[config.mk]
export PLATFORM = sky130hd
export DESIGN_NAME = bert_test_controller
export DESIGN_NICKNAME = d
export VERILOG_FILES = /design/src/rtl/bert_pkg.sv /design/src/rtl/bert_sat_counter.sv /design/src/rtl/bert_test_controller.sv
export SDC_FILE = /design/constraint.sdc
export NUM_CORES = 1
export LEC_CHECK = 0
export ABC_AREA = 1
export CORE_MARGIN = 3
export CORE_UTILIZATION = 60
export CTS_CLUSTER_DIAMETER = 100
export DETAILED_ROUTE_END_ITERATION = 8
export PLACE_DENSITY_LB_ADDON = 0.3
export RECOVER_POWER = 50
export SYNTH_ARGS = -nofsm -noshare
export SYNTH_HDL_FRONTEND = slang
export SYNTH_SLANG_ARGS = --single-unit
[constraint.sdc]
create_clock -name clk -period 3.4 [get_ports clk]
set_input_delay 0.68 -clock clk [delete_from_list [all_inputs] [get_ports clk]]
set_output_delay 0.68 -clock clk [all_outputs]
set_load 0.05 [all_outputs]
[src/rtl/bert_pkg.sv]
`default_nettype none
// +--------------------------------------------------------------------+
// | bert_pkg : shared types and default constants for the BERT control |
// | Revision : 1.0                                                     |
// +--------------------------------------------------------------------+
package bert_pkg;
  typedef enum logic [2:0] {
    S_IDLE    = 3'd0,
    S_SEED    = 3'd1,
    S_SYNC    = 3'd2,
    S_MEASURE = 3'd3,
    S_DONE    = 3'd4
  } bert_state_e;

  localparam int c_err_w    = 8;
  localparam int c_sync_len = 16;
  localparam int c_loss_len = 8;
  localparam int c_sync_tmo = 1024;
  localparam int c_relock_w = 4;
endpackage
`default_nettype wire

[src/rtl/bert_sat_counter.sv]
`default_nettype none
// +--------------------------------------------------------------------+
// | bert_sat_counter : up-counter that sticks at all-ones, sync clear  |
// | Revision : 1.0                                                     |
// +--------------------------------------------------------------------+
module bert_sat_counter #(
  parameter int W = 8
) (
  input  logic         clk,
  input  logic         rst_n,
  input  logic         clr,
  input  logic         inc,
  output logic [W-1:0] count,
  output logic         sat
);
  logic [W-1:0] r_count;

  assign count = r_count;
  assign sat   = &r_count;

  always_ff @(posedge clk or negedge rst_n) begin
    if (!rst_n) begin
      r_count <= '0;
    end else if (clr) begin
      r_count <= '0;
    end else if (inc && !sat) begin
      r_count <= r_count + 1'b1;
    end
  end
endmodule
`default_nettype wire

[src/rtl/bert_test_controller.sv]
`default_nettype none
// +--------------------------------------------------------------------+
// | bert_test_controller : sequences one PRBS bit-error-ratio run      |
// | Revision : 1.0                                                     |
// +--------------------------------------------------------------------+
module bert_test_controller
  import bert_pkg::*;
#(
  parameter int ERR_W    = c_err_w,
  parameter int SYNC_LEN = c_sync_len,
  parameter int LOSS_LEN = c_loss_len,
  parameter int SYNC_TMO = c_sync_tmo
) (
  input  logic                  clk,
  input  logic                  rst_n,
  input  logic                  start,
  input  logic                  abort,
  input  logic [31:0]           window_len,
  input  logic                  bit_valid,
  input  logic                  bit_error,
  output logic                  gen_load,
  output logic                  chk_clear,
  output logic                  run_en,
  output logic                  busy,
  output logic                  done,
  output logic                  sync_fail,
  output logic [c_relock_w-1:0] relock_cnt,
  output logic [31:0]           bit_count,
  output logic [ERR_W-1:0]      total_error
);
  localparam int OK_W  = $clog2(SYNC_LEN + 1);
  localparam int ERR_RUN_W = $clog2(LOSS_LEN + 1);
  localparam int TMO_W = $clog2(SYNC_TMO + 1);

  bert_state_e          r_state, w_next;
  logic [OK_W-1:0]      r_okrun, w_ok_next;
  logic [ERR_RUN_W-1:0] r_errrun, w_err_next;
  logic [TMO_W-1:0]     r_tmo;
  logic [31:0]          r_win, r_bit_count;
  logic                 r_sync_fail;
  logic                 w_tmo_hit, w_lock, w_win_end, w_loss, w_start_go;
  logic                 w_err_sat, w_relock_sat, w_err_inc, w_relock_inc;

  always_ff @(posedge clk or negedge rst_n) begin
    if (!rst_n) r_state <= S_IDLE;
    else        r_state <= w_next;
  end

  always_comb begin
    w_next     = r_state;
    w_ok_next  = r_okrun;
    w_err_next = r_errrun;
    if (bit_valid) begin
      w_ok_next  = bit_error ? '0 : r_okrun + 1'b1;
      w_err_next = bit_error ? r_errrun + 1'b1 : '0;
    end
    w_tmo_hit  = (r_tmo == TMO_W'(SYNC_TMO - 1));
    w_lock     = (w_ok_next == OK_W'(SYNC_LEN));
    w_win_end  = bit_valid && ((r_bit_count + 32'd1) == r_win);
    w_loss     = bit_valid && bit_error && (w_err_next == ERR_RUN_W'(LOSS_LEN));
    w_start_go = start && !abort && (r_state == S_IDLE || r_state == S_DONE);
    case (r_state)
      S_IDLE, S_DONE: if (start) w_next = S_SEED;
      S_SEED:         w_next = S_SYNC;
      // Timeout is checked first so a lock on the final cycle still fails.
      S_SYNC: begin
        if (w_tmo_hit)   w_next = S_DONE;
        else if (w_lock) w_next = S_MEASURE;
      end
      S_MEASURE: begin
        if (w_win_end)   w_next = S_DONE;
        else if (w_loss) w_next = S_SYNC;
      end
      default:           w_next = S_IDLE;
    endcase
    if (abort) w_next = S_IDLE;

    gen_load     = (r_state == S_SEED);
    chk_clear    = (r_state == S_SEED);
    run_en       = (r_state == S_SYNC) || (r_state == S_MEASURE);
    busy         = (r_state == S_SEED) || run_en;
    done         = (r_state == S_DONE);
    w_err_inc    = !abort && (r_state == S_MEASURE) && bit_valid && bit_error && !w_err_sat;
    w_relock_inc = !abort && (r_state == S_MEASURE) && w_loss && !w_win_end && !w_relock_sat;
  end

  always_ff @(posedge clk or negedge rst_n) begin
    if (!rst_n) begin
      r_okrun     <= '0;
      r_errrun    <= '0;
      r_tmo       <= '0;
      r_win       <= '0;
      r_bit_count <= '0;
      r_sync_fail <= 1'b0;
    end else if (!abort) begin
      case (r_state)
        S_IDLE, S_DONE: begin
          if (start) begin
            r_bit_count <= '0;
            r_sync_fail <= 1'b0;
            r_win       <= (window_len == 32'd0) ? 32'd1 : window_len;
          end
        end
        S_SEED: begin
          r_okrun  <= '0;
          r_errrun <= '0;
          r_tmo    <= '0;
        end
        S_SYNC: begin
          r_okrun  <= w_ok_next;
          r_errrun <= '0;
          r_tmo    <= r_tmo + 1'b1;
          if (w_tmo_hit) r_sync_fail <= 1'b1;
        end
        S_MEASURE: begin
          r_errrun <= w_err_next;
          if (bit_valid) r_bit_count <= r_bit_count + 32'd1;
          if (w_loss && !w_win_end) begin
            r_okrun <= '0;
            r_tmo   <= '0;
          end
        end
        default: ;
      endcase
    end
  end

  bert_sat_counter #(.W(ERR_W)) u_err_cnt (
    .clk   (clk),
    .rst_n (rst_n),
    .clr   (w_start_go),
    .inc   (w_err_inc),
    .count (total_error),
    .sat   (w_err_sat)
  );

  bert_sat_counter #(.W(c_relock_w)) u_relock_cnt (
    .clk   (clk),
    .rst_n (rst_n),
    .clr   (w_start_go),
    .inc   (w_relock_inc),
    .count (relock_cnt),
    .sat   (w_relock_sat)
  );

  assign bit_count = r_bit_count;
  assign sync_fail = r_sync_fail;
endmodule
`default_nettype wire

==> impl_metrics.yaml, run 1 <==
synthesis:
  synth_seq_area_share_pct: 39.1
  synth_area_um2: 6400
  synth.avg_cell_area_um2: 6.72
  netlist_instances: 952
  synthArstFlopShare_pct: 100
  ys_types: 41
  synth_flop_cell: "dfrtp_1"
  synth-edff-count: 0
  yosys_warnings: 0
  synth.net_count: 996
  ys_ff_latch: 100
die:
  die_h_um: 109
  io-pin-count: 88
  start_util_pct: 61.7
  row_count: 37
  die_w_um: 109
  fp.dieArea_um2: 11900
  core_um2: 10400
clock_network:
  cts_made_buffers: 9
  cts_hold_buffers: 0
  clockBufferDepth: 2
  root_buffer: "clkbuf_8"
  cts.sinks: 100
  post_cts_buffers: 0
  clk_pin_slew_ns: 0.10
  insertion_delay_ns: 0.38
  cts_resized: 0
  htreeDepth: 3
  cts_tree: "built"
layout:
  final_layout_size_suffix_gt1_share_pct: 5.09
  finalInstanceArea_um2: 7590
  nets: 1081
  final_cell_mix: "nand2_1, inv_1, nor2_1"
  multi_input_area_um2: 3390
  regArea_um2: 2500
  final_common_cell: "nand2_1"
  num_antenna_cells: 0
  area_growth_pct: 18.6
  final_cells: 1178
  fillCellCount: 916
worst_setup_path:
  path_buf_inv: 0
  crit_type: "reg -> reg"
  slowest_stage: "dfrtp_1"
  r2r_end: "r_okrun[1]"
  crit_fanout: 17
  timing.rr.start: "bit_count[0]"
  worstPathArrival_ns: 3.30
  max_stage_delay_ns: 0.46
  rr_worst_depth: 17
  r2r_slack_ns: 0.43
  cp_top_family: "simple AND/OR/NAND/NOR gates"
  cp-end-kind: "flip-flop"
  critPathMostFrequentCell: "nand2_1"
  critical_path_required_ns: 3.72
  crit_chain: "ha_1 -> nand2_2 -> nor2_4 -> nand2_4 -> nor2_1 -> nand2_1 -> nand2_1 -> nand2_1 -> a21oi_1 -> nand2_1 -> nor2_1 -> nand3_2 -> nand2_2 -> nand2_4 -> nand2_4 -> nand2_1 -> nand2_1"
  start_kind: "flip-flop"
power:
  power.total_uw: 4030
  cellLeakagePower_uw: 0.00362
  max-vdd-ir-drop_uv: 474
  powerDensity_nw_per_um2: 532
placement:
  dp_hpwl_mm: 12.8
  gp_congestion: 0.977
  place_area_um2: 7410
  placed_cells: 1162
  port_buffers: 87
job:
  drv_cap: 1
timing:
  finalCriticalPeriod_ns: 2.97
  setup_violations: 0
  fmax_mhz: 336
  finalClockSkew_ns: 0.0128
  worst_pin_slew_ns: 2.61
  setup_tns_ns: 0
  slew_headroom_pct: -74.1
  slew_viol_final: 48
  hold_viol: 0
  fin_crit_sh_pct: 87.5
  rsz0062_at_grt: "no"
drt:
  dr.pass1.iters: 5
  drt-initial-drc-count: 487
  antenna_left: 0
  routed_wl_mm: 17.2
  drc: 0
  routedWlPerCell_um: 14.6
  viasPerCell: 5.54
  vias: 6524
status:
  status: "finished with violations"
  violations: "capacitance limit, slew limit"
hold_path:
  hp-start: "r_win[25]"
  hp-class: "reg -> reg"
  min_path_cells: 2
  whs_endpoint: "r_win[25]"
global_routing:
  overflow: 0
  grt_pass1_vias: 6254
  grt_pass1_wl_mm: 28.8
  antenna_found_initial: 0
  grt_max_degree: 60
  grtUsageTotal_pct: 30.4
-- worst max-delay path by stage --
stage / start / endpoint / slack [ns] / cells after the start
floorplan: r_state[2] / u_err_cnt.count[7] / 0.60 / 13
global placement: abort / u_err_cnt.count[7] / 0.55 / 10
detailed placement: bit_valid / r_okrun[1] / 0.45 / 11
CTS: r_state[2] / chk_clear / 0.48 / 2
global route: r_state[2] / u_err_cnt.count[7] / 0.21 / 13
finish: bit_count[0] / r_okrun[1] / 0.43 / 17
-- synthesized netlist by cell type, types with 8 or more instances --
| library cell | instances | area share (%) |
|---|---|---|
| o21ai_1 | 10 | 0.78 |
| nand2_1 | 342 | 20 |
| o21ai_0 | 39 | 3.1 |
| dfrtp_1 | 100 | 39 |
| o22ai_1 | 24 | 2.3 |
| nor2_1 | 102 | 6.0 |
| inv_1 | 106 | 6.2 |
| nor4_1 | 8 | 0.78 |
| a21oi_1 | 13 | 1.0 |
| nor3_1 | 11 | 0.86 |
| nand3_1 | 97 | 7.6 |
| clkbuf_1 | 12 | 0.70 |
| nand3b_1 | 11 | 1.3 |
-- per-layer routing --
metal,global-route usage [%],part of all wire [%],vias to the layer above,wire (um)
li1,-,-,3241,-
met1,39.0,42,2997,7270
met2,51.0,48,239,8180
met3,5.51,6.6,47,1130
met4,12.2,3.4,0,590
met5,0,0,-,0
-- worst reg2reg max path, stage by stage (launching register included) --
cell,delay (ns)
dfrtp_1,0.46
ha_1,0.27
nand2_2,0.11
nor2_4,0.20
nand2_4,0.09
nor2_1,0.26
nand2_1,0.12
nand2_1,0.09
nand2_1,0.07
a21oi_1,0.17
nand2_1,0.07
nor2_1,0.21
nand3_2,0.18
nand2_2,0.11
nand2_4,0.13
nand2_4,0.23
nand2_1,0.08
nand2_1,0.06
-- cells by family after synthesis --
| group | share of synthesized area [%] |
|---|---|
| AOI/OAI and AO/OA | 8.78 |
| adders and majority gates | 1.17 |
| and+or+nand+nor | 41.6 |
| DFF | 39.1 |
| buffers and inverters | 7.86 |
| xor gates and xnor gates | 1.45 |
-- per-stage QoR --
| step | hold WS, ns | util (%) | setup WS [ns] |
|---|---|---|---|
| 3_5_place_dp | 0.479 | 71.5 | 0.448 |
| 3_3_place_gp | 0.476 | 71.5 | 0.549 |
| 5_1_grt | 0.538 | 73.2 | 0.212 |
| 4_1_cts | 0.329 | 73.3 | 0.485 |
| 6_report | 0.504 | 73.2 | 0.426 |
| 2_1_floorplan | 0.384 | - | 0.601 |
-- where the power goes --
part	total (uW)	switching, uW	internal (uW)	leakage [uW]
sequential	1600	171	1430	0.00134
combinational	1700	1140	556	0.00219
clock	736	443	293	0.0000933
total	4030	1760	2280	0.00362
-- state kept, by name, indices dropped and copies added (netlist names) --
name / flops
bit_count: 32
r_errrun: 4
r_okrun: 5
r_state: 3
r_tmo: 11
r_win: 32
sync_fail: 1
u_err_cnt.count: 8
u_relock_cnt.count: 4
-- final cells by class --
class / instances / area share, %
multi-input cells: 724 / 44.7
flip-flops and latches: 100 / 33.0
repair buffers: 94 / 12.3
inverters: 108 / 5.34
well taps: 136 / 2.24
clock buffers: 10 / 1.81
clock inverters: 6 / 0.627
No activity file was read; power rests on OpenSTA's default activity.
==> inputs of run 2 (changes only) <==
--- a/config.mk
+++ b/config.mk
@@ -12,6 +12,7 @@
 export DETAILED_ROUTE_END_ITERATION = 8
 export PLACE_DENSITY_LB_ADDON = 0.3
 export RECOVER_POWER = 50
+export SLEW_MARGIN = 20
 export SYNTH_ARGS = -nofsm -noshare
 export SYNTH_HDL_FRONTEND = slang
 export SYNTH_SLANG_ARGS = --single-unit
==> results of run 2 <==
The final DEF is identical to that of run 1; final timing and power are the same.
